## src/rtl/ew_gate_pkg.sv

```systemverilog
// Shared types, default sizes and helpers for the element-wise gating pipe.
package ew_gate_pkg;

  localparam int unsigned DEF_TILE_SIZE   = 4;
  localparam int unsigned DEF_DATA_WIDTH  = 16;
  localparam int unsigned DEF_G_FRAC_BITS = 8;
  localparam int unsigned DEF_D           = 256;
  localparam int unsigned DEF_SAT_CNT_W   = 16;

  // Wide signed working width for rounding; holds any product of lanes up to 31 bits.
  localparam int unsigned WIDE_W = 64;

  typedef logic signed [DEF_DATA_WIDTH-1:0]   lane_t;
  typedef logic signed [2*DEF_DATA_WIDTH-1:0] prod_t;
  typedef logic signed [WIDE_W-1:0]           wide_t;

  // Counter width helper: $clog2 with a floor of 1 bit.
  function automatic int unsigned cnt_width(input int unsigned n);
    return (n > 1) ? $clog2(n) : 1;
  endfunction

  localparam int unsigned TILES_PER_VEC = DEF_D / DEF_TILE_SIZE;
  localparam int unsigned TCNT_W        = cnt_width(TILES_PER_VEC);

  // Round-half-up then arithmetic shift right by frac bits.
  function automatic wide_t round_shift(input wide_t p, input int unsigned frac);
    wide_t half;
    half = wide_t'(1) <<< (frac - 1);
    return (p + half) >>> frac;
  endfunction

endpackage

```

## src/rtl/ew_gate_lane.sv

```systemverilog
// One gating lane: round/shift a product back to lane width, optionally clamping.
// Clamp behaviour selected by EW_GATE_SAT_EN (undefined: two's-complement wrap).
module ew_gate_lane
  import ew_gate_pkg::*;
#(
  parameter int unsigned DATA_WIDTH  = DEF_DATA_WIDTH,
  parameter int unsigned G_FRAC_BITS = DEF_G_FRAC_BITS
) (
  input  logic signed [2*DATA_WIDTH-1:0] p,
  output logic signed [DATA_WIDTH-1:0]   y_lane,
  output logic                           sat_flag
);

  wide_t r;

  assign r = round_shift(WIDE_W'(p), G_FRAC_BITS);

`ifdef EW_GATE_SAT_EN
  localparam wide_t LANE_MAX = (wide_t'(1) <<< (DATA_WIDTH - 1)) - wide_t'(1);
  localparam wide_t LANE_MIN = -(wide_t'(1) <<< (DATA_WIDTH - 1));

  // Clamp out-of-range results and flag the lane.
  always_comb begin
    y_lane   = r[DATA_WIDTH-1:0];
    sat_flag = 1'b0;
    if (r > LANE_MAX) begin
      y_lane   = LANE_MAX[DATA_WIDTH-1:0];
      sat_flag = 1'b1;
    end else if (r < LANE_MIN) begin
      y_lane   = LANE_MIN[DATA_WIDTH-1:0];
      sat_flag = 1'b1;
    end
  end
`else
  // Upper result bits are intentionally dropped by the wrap.
  logic unused_r_hi;
  assign unused_r_hi = ^r[WIDE_W-1:DATA_WIDTH];
  assign y_lane      = r[DATA_WIDTH-1:0];
  assign sat_flag    = 1'b0;
`endif

endmodule

```

## src/rtl/ew_gate_stream_pipe.sv

```systemverilog
// Two-stage element-wise gate: y = sat/wrap(round(a*g >> G_FRAC_BITS)) per lane,
// AXI-stream join of a/g, TLAST every D elements, saturation event counter.
// Optional clamping enabled by defining EW_GATE_SAT_EN.
module ew_gate_stream_pipe
  import ew_gate_pkg::*;
#(
  parameter int unsigned TILE_SIZE   = DEF_TILE_SIZE,
  parameter int unsigned DATA_WIDTH  = DEF_DATA_WIDTH,
  parameter int unsigned G_FRAC_BITS = DEF_G_FRAC_BITS,
  parameter int unsigned D           = DEF_D,
  parameter int unsigned SAT_CNT_W   = DEF_SAT_CNT_W
) (
  input  logic                                        clk,
  input  logic                                        rst_n,
  input  logic                                        a_axis_TVALID,
  output logic                                        a_axis_TREADY,
  input  logic signed [TILE_SIZE-1:0][DATA_WIDTH-1:0] a_axis_TDATA,
  input  logic                                        g_axis_TVALID,
  output logic                                        g_axis_TREADY,
  input  logic signed [TILE_SIZE-1:0][DATA_WIDTH-1:0] g_axis_TDATA,
  output logic                                        y_axis_TVALID,
  input  logic                                        y_axis_TREADY,
  output logic signed [TILE_SIZE-1:0][DATA_WIDTH-1:0] y_axis_TDATA,
  output logic                                        y_axis_TLAST,
  output logic        [SAT_CNT_W-1:0]                 sat_cnt
);

  localparam int unsigned PROD_W = 2 * DATA_WIDTH;
  localparam int unsigned TILES  = D / TILE_SIZE;
  localparam int unsigned CNT_W  = cnt_width(TILES);
  localparam logic [CNT_W-1:0] LAST_IDX = CNT_W'(TILES - 1);

  // Elaboration-time parameter checks.
  if (D % TILE_SIZE != 0) begin : g_bad_d
    $error("ew_gate_stream_pipe: D must be a multiple of TILE_SIZE");
  end
  if (G_FRAC_BITS < 1 || G_FRAC_BITS >= PROD_W - 1) begin : g_bad_frac
    $error("ew_gate_stream_pipe: G_FRAC_BITS out of range");
  end
  if (PROD_W + 1 > WIDE_W) begin : g_bad_width
    $error("ew_gate_stream_pipe: DATA_WIDTH too large for rounding width");
  end

  logic                                 s1_valid_q;
  logic [TILE_SIZE-1:0][PROD_W-1:0]     s1_prod_q;
  logic [TILE_SIZE-1:0][PROD_W-1:0]     prod_d;
  logic                                 y_valid_q;
  logic [TILE_SIZE-1:0][DATA_WIDTH-1:0] y_data_q;
  logic                                 y_last_q;
  logic [CNT_W-1:0]                     tcnt_q;
  logic [CNT_W-1:0]                     load_idx;
  logic [TILE_SIZE-1:0][DATA_WIDTH-1:0] lane_y;
  logic [TILE_SIZE-1:0]                 lane_sat;

  logic s1_ready;
  logic s2_ready;
  logic join_fire;
  logic s2_load;
  logic y_hs;

  assign s2_ready  = !y_valid_q || y_axis_TREADY;
  assign s1_ready  = !s1_valid_q || s2_ready;
  assign join_fire = a_axis_TVALID && g_axis_TVALID && s1_ready;
  assign s2_load   = s1_valid_q && s2_ready;
  assign y_hs      = y_valid_q && y_axis_TREADY;

  assign a_axis_TREADY = join_fire;
  assign g_axis_TREADY = join_fire;

  // Per-lane signed product of the joined tiles.
  always_comb begin
    prod_d = '0;
    for (int i = 0; i < int'(TILE_SIZE); i++) begin
      prod_d[i] = PROD_W'($signed(a_axis_TDATA[i])) * PROD_W'($signed(g_axis_TDATA[i]));
    end
  end

  for (genvar i = 0; i < int'(TILE_SIZE); i++) begin : g_lane
    ew_gate_lane #(
      .DATA_WIDTH  (DATA_WIDTH),
      .G_FRAC_BITS (G_FRAC_BITS)
    ) u_lane (
      .p        ($signed(s1_prod_q[i])),
      .y_lane   (lane_y[i]),
      .sat_flag (lane_sat[i])
    );
  end

  // Index of the tile entering S2: one past the occupant if S2 is handing it off.
  always_comb begin
    load_idx = tcnt_q;
    if (y_valid_q) begin
      load_idx = (tcnt_q == LAST_IDX) ? '0 : tcnt_q + CNT_W'(1);
    end
  end

  // S1: product register; refills in the same cycle it drains.
  always_ff @(posedge clk or negedge rst_n) begin
    if (!rst_n) begin
      s1_valid_q <= 1'b0;
      s1_prod_q  <= '0;
    end else if (join_fire) begin
      s1_valid_q <= 1'b1;
      s1_prod_q  <= prod_d;
    end else if (s2_ready) begin
      s1_valid_q <= 1'b0;
    end
  end

  // S2: output register with TLAST, held while downstream stalls.
  always_ff @(posedge clk or negedge rst_n) begin
    if (!rst_n) begin
      y_valid_q <= 1'b0;
      y_data_q  <= '0;
      y_last_q  <= 1'b0;
    end else if (s2_load) begin
      y_valid_q <= 1'b1;
      y_data_q  <= lane_y;
      y_last_q  <= (load_idx == LAST_IDX);
    end else if (y_axis_TREADY) begin
      y_valid_q <= 1'b0;
    end
  end

  // Tile-in-vector counter, advanced per output handshake.
  always_ff @(posedge clk or negedge rst_n) begin
    if (!rst_n) begin
      tcnt_q <= '0;
    end else if (y_hs) begin
      tcnt_q <= (tcnt_q == LAST_IDX) ? '0 : tcnt_q + CNT_W'(1);
    end
  end

`ifdef EW_GATE_SAT_EN
  localparam int unsigned NSAT_W = cnt_width(TILE_SIZE + 1);
  localparam int unsigned SUM_W  = SAT_CNT_W + NSAT_W;
  localparam logic [SAT_CNT_W-1:0] SAT_MAX = '1;

  logic [SAT_CNT_W-1:0] sat_cnt_q;
  logic [SAT_CNT_W-1:0] sat_cnt_d;
  logic [NSAT_W-1:0]    nsat;
  logic [SUM_W-1:0]     sat_sum;

  // Count clamped lanes of the loading tile; stick at all-ones.
  always_comb begin
    nsat = '0;
    for (int i = 0; i < int'(TILE_SIZE); i++) begin
      nsat = nsat + NSAT_W'(lane_sat[i]);
    end
    sat_sum   = SUM_W'(sat_cnt_q) + SUM_W'(nsat);
    sat_cnt_d = (sat_sum > SUM_W'(SAT_MAX)) ? SAT_MAX : sat_sum[SAT_CNT_W-1:0];
  end

  // Saturation counter register.
  always_ff @(posedge clk or negedge rst_n) begin
    if (!rst_n) begin
      sat_cnt_q <= '0;
    end else if (s2_load) begin
      sat_cnt_q <= sat_cnt_d;
    end
  end

  assign sat_cnt = sat_cnt_q;
`else
  logic unused_sat;
  assign unused_sat = |lane_sat;
  assign sat_cnt    = '0;
`endif

  assign y_axis_TVALID = y_valid_q;
  assign y_axis_TDATA  = y_data_q;
  assign y_axis_TLAST  = y_last_q;

endmodule

```

## config.mk

```make
export PLATFORM = sky130hd
export DESIGN_NAME = ew_gate_stream_pipe
export DESIGN_NICKNAME = d
export VERILOG_FILES = /design/src/rtl/ew_gate_pkg.sv /design/src/rtl/ew_gate_lane.sv /design/src/rtl/ew_gate_stream_pipe.sv
export SDC_FILE = /design/constraint.sdc
export NUM_CORES = 2
export LEC_CHECK = 0
export CAP_MARGIN = 20
export CORE_ASPECT_RATIO = 0.9
export CORE_MARGIN = 4
export CORE_UTILIZATION = 30
export DETAILED_ROUTE_END_ITERATION = 10
export GPL_TIMING_DRIVEN = 0
export PLACE_DENSITY_LB_ADDON = 0.25
export SLEW_MARGIN = 5
export SYNTH_ARGS = -nofsm -noshare
export SYNTH_HDL_FRONTEND = slang
export SYNTH_SLANG_ARGS = --single-unit
```

## constraint.sdc

```tcl
create_clock -name clk -period 4.5 [get_ports clk]
set_input_delay 0.9 -clock clk [delete_from_list [all_inputs] [get_ports clk]]
set_output_delay 0.9 -clock clk [all_outputs]
set_load 0.03 [all_outputs]
```

==> summary.txt <==
Floorplan
  – Floorplan row count: 119
  – Die Y: 335.7 µm
  – I/O pins: 217
  – Die ar.: 124900 µm²
  – Starting density of the core: 30.40%
  – Die width: 372.1 µm
  – Placeable Area: 117800 µm²

Synth
  – Post-Synth Simple-Gate Area: 16.87%
  – XOR/XNOR share of the synthesized area: 4.945%
  – Post-Synth Adder-Cell Area: 51.57%
  – Post-synth cell types: 68
  – Synth Instances: 4005
  – Fraction of synthesized area in multiplexers: 0.2202%
  – Synth Area in Compound Gates: 4.330%
  – Post-synthesis register bit count: 141
  – Sequential fraction of the synthesis area: 9.856%
  – Dominant cell type by area after synthesis: fa_1
  – Largest family of logic cells by synthesized area: adder cells
  – Ys flop type: dfrtp_1
  – Synth Area per Inst: 8.939 µm²
  – Yosys warns: 0
  – Number of synthesized flops with an enable pin: 0
  – Synth async-reset ratio: 100.0%
  – Post-synth top area share: 41.60%
  – Top area cells in the synthesized netlist: fa_1 (42%), inv_1 (10%), ha_1 (10%)
  – Post-Syn Area: 35800 µm²

Detailed routing
  – Drt wl/cell: 17.42 µm
  – DRC viols: 0
  – Drt pass-1 iters: 7
  – Total number of vias: 26890
  – Post-route ant nets: 0
  – Total Routed Length: 104900 µm
  – Initial drt markers: 1287
  – Number of vias per cell: 4.467

STA
  – Final Slew Violations: 0
  – Final Skew: 0.01152 ns
  – Fin crit period: 6.090 ns
  – Final period util: 135.3%
  – TNS Setup: -60.94 ns
  – Final hold vios: 0
  – RSZ-0062 raised after global routing: yes
  – Final setup vio count: 63
  – Max Clk Rate: 164.2 MHz
  – Slew margin rel.: 30.87%
  – Slew @ Worst Pin: 1.037 ns
  – Worst setup slack after layout: -1.590 ns

Placement
  – # port buffers: 184
  – DP Wirelength: 86690 µm
  – Placed insts: 5780
  – Placer Congestion: 0.8578
  – Worst setup slack after placement: -2.976 ns

Layout
  – Share of cells above drive strength 1: 18.60%
  – Cell Count, Final, Fillers Out: 6021
  – Area delta synth->final: 27.23%
  – Nets: 5595

Critical path
  – CP startpoint kind: primary input
  – Crit Path Class: in -> reg
  – Arr. time, crit path: 6.46 ns
  – Data required time of the critical path: 4.87 ns
  – Flop-to-flop setup slack: 1.97 ns
  – Crit Path Max Fanout: 6
  – Reg-to-Reg End: s1_prod_q[53]
  – Crit path from: g_axis_TDATA[4]
  – Worst setup endpoint: s1_prod_q[23]
  – R2r worst-path depth: 7
  – Worst r2r src: y_axis_TVALID
  – Crit path capture type: register

GRT
  – Largest net degree at the start of global routing: 79
  – First-pass GRT wire length: 165600 µm
  – Number of global-route vias before repair: 28770
  – GRT overflow: 0
  – GR Util All Layers: 17.07%
  – Initial antenna violation count: 4

Clock tree
  – H-tree Lvls: 4
  – Clock buffer depth: 2
  – Clock-pin slew of the registers on the worst-case setup and hold paths: 0.06 ns
  – CTS Buf Count: 17
  – CTS sink cnt: 141
  – Worst-Skew Late Latency: 0.44 ns
  – TritonCTS clock tree: built
  – Clk root buf: clkbuf_16

Status
  – Failing checks: setup timing
  – Status: finished with violations

Worst hold path
  – HP Class: in -> async

Run
  – MaxCap Viol Count: 0
synth_stat cells (3+ instances only):
cell type,number
o31ai_1,15
nand2_1,597
buf_1,5
nor3_1,9
o21ai_1,42
and4_1,9
and2_1,437
fa_1,744
nor2_1,58
inv_1,967
a21boi_1,4
nand4_1,20
o21bai_1,5
and3_1,17
a31oi_1,4
xnor2_1,121
nand3b_1,4
nor2b_1,5
nand2b_1,19
dfrtp_1,141
clkbuf_1,156
mux2_2,7
nand3_1,39
a21oi_1,35
or2_2,4
a21o_1,18
o21a_1,11
o211ai_1,4
o21ai_0,81
nor3b_1,3
ha_1,285
a211oi_1,6
buf_4,17
xor2_1,76
or3_1,3
state kept, by name, summed over array words and instances (netlist names):
name	flops
tcnt_q	6
y_axis_TDATA	64
y_axis_TLAST	1
s1_valid_q	1
y_axis_TVALID	1
s1_prod_q	68
how the worst min path moves through the flow:
stage | endpoint | slack [ns]
2_1_floorplan | s1_prod_q[115] | 0.46
3_3_place_gp | y_axis_TDATA[2] | 0.47
3_5_place_dp | y_axis_TDATA[18] | 0.47
4_1_cts | y_axis_TDATA[13] | 0.45
5_1_grt | y_axis_TDATA[13] | 0.47
6_report | y_axis_TDATA[13] | 0.43
worst max-delay path, cell delays in order:
cell	delay [ns]
buf_12	0.11
clkbuf_16	0.15
and2_4	0.14
fa_1	0.54
inv_1	0.06
fa_1	0.50
fa_1	0.49
inv_1	0.05
fa_1	0.49
fa_1	0.50
inv_1	0.05
fa_1	0.47
inv_1	0.06
ha_4	0.25
nand3_2	0.08
nand2_2	0.08
nor3_2	0.14
a22oi_2	0.13
a221o_1	0.37
a211o_1	0.34
or4_1	0.47
nand3_1	0.07
metal layers:
metal | wire length (µm) | share of wire, % | track usage [%] | vias up
met5 | 0 | 0 | 0 | -
met4 | 1335 | 1.3 | 2.083 | 0
met3 | 4985 | 4.8 | 2.235 | 79
met2 | 48790 | 47 | 27.89 | 464
met1 | 49750 | 47 | 24.85 | 13790
li1 | - | - | - | 12560
timing repair:
| action | in CTS | in global routing |
|---|---|---|
| setup buffers | 165 | 52 |
| gates cloned | 2 | 0 |
| hold buffers | 0 | 0 |
| setup endpoints to repair | 70 | 70 |
| pin swaps | 152 | 169 |
| endpoints found under the hold margin | 0 | 0 |
| resized for setup | 857 | 274 |
area by class of cell:
type / instances / area, µm²
Timing Repair Buffer: 400 / 3890
Inverter: 969 / 3652
Antenna cell: 2 / 5.005
Sequential cell: 141 / 3528
Fill cell: 11870 / 72230
Buffer: 172 / 2272
Tap cell: 1573 / 1968
Multi-Input combinational cell: 2732 / 29620
Clock buffer: 20 / 446.7
Clock inverter: 12 / 161.4
stage by stage:
| stage | area (µm²) | utilization, % | hold slack [ns] |
|---|---|---|---|
| floorplan | 37160 | - | 0.4556 |
| global placement | 40970 | 34.79 | 0.4651 |
| detailed placement | 41030 | 34.84 | 0.4729 |
| CTS | 44400 | 37.70 | 0.4531 |
| global route | 45540 | 38.67 | 0.4692 |
| finish | 45550 | 38.67 | 0.4275 |
logic make-up (layout without fill, tap and decap cells):
logic type	Yosys count	after routing
and+or+nand+nor	1230	1230
buffers and inverters	1147	1573
adders and majority gates	1029	1029
AOI/OAI and AO/OA	251	251
xor gates and xnor gates	199	199
DFF	141	141
muxes	7	7
other	1	18
cell usage in the layout, fill, tap and decap left out, types with 35 or more instances in the layout:
cell type          n
nor2_1            51
clkdlybuf4s50_1   73
ha_1             235
o21ai_0           56
o21ai_1           59
nand2_1          564
and2_4            38
clkbuf_1          37
buf_6             69
ha_4              35
dfrtp_1          141
clkbuf_8          44
inv_2             55
and2_1           399
inv_1            911
xnor2_1           93
buf_4            186
clkbuf_16         54
fa_1             715
buf_8             39
xor2_1            71
Power is left out: the tool's default activity adds up to more than one toggle a clock period on the data nets, which glitch-free logic cannot reach.
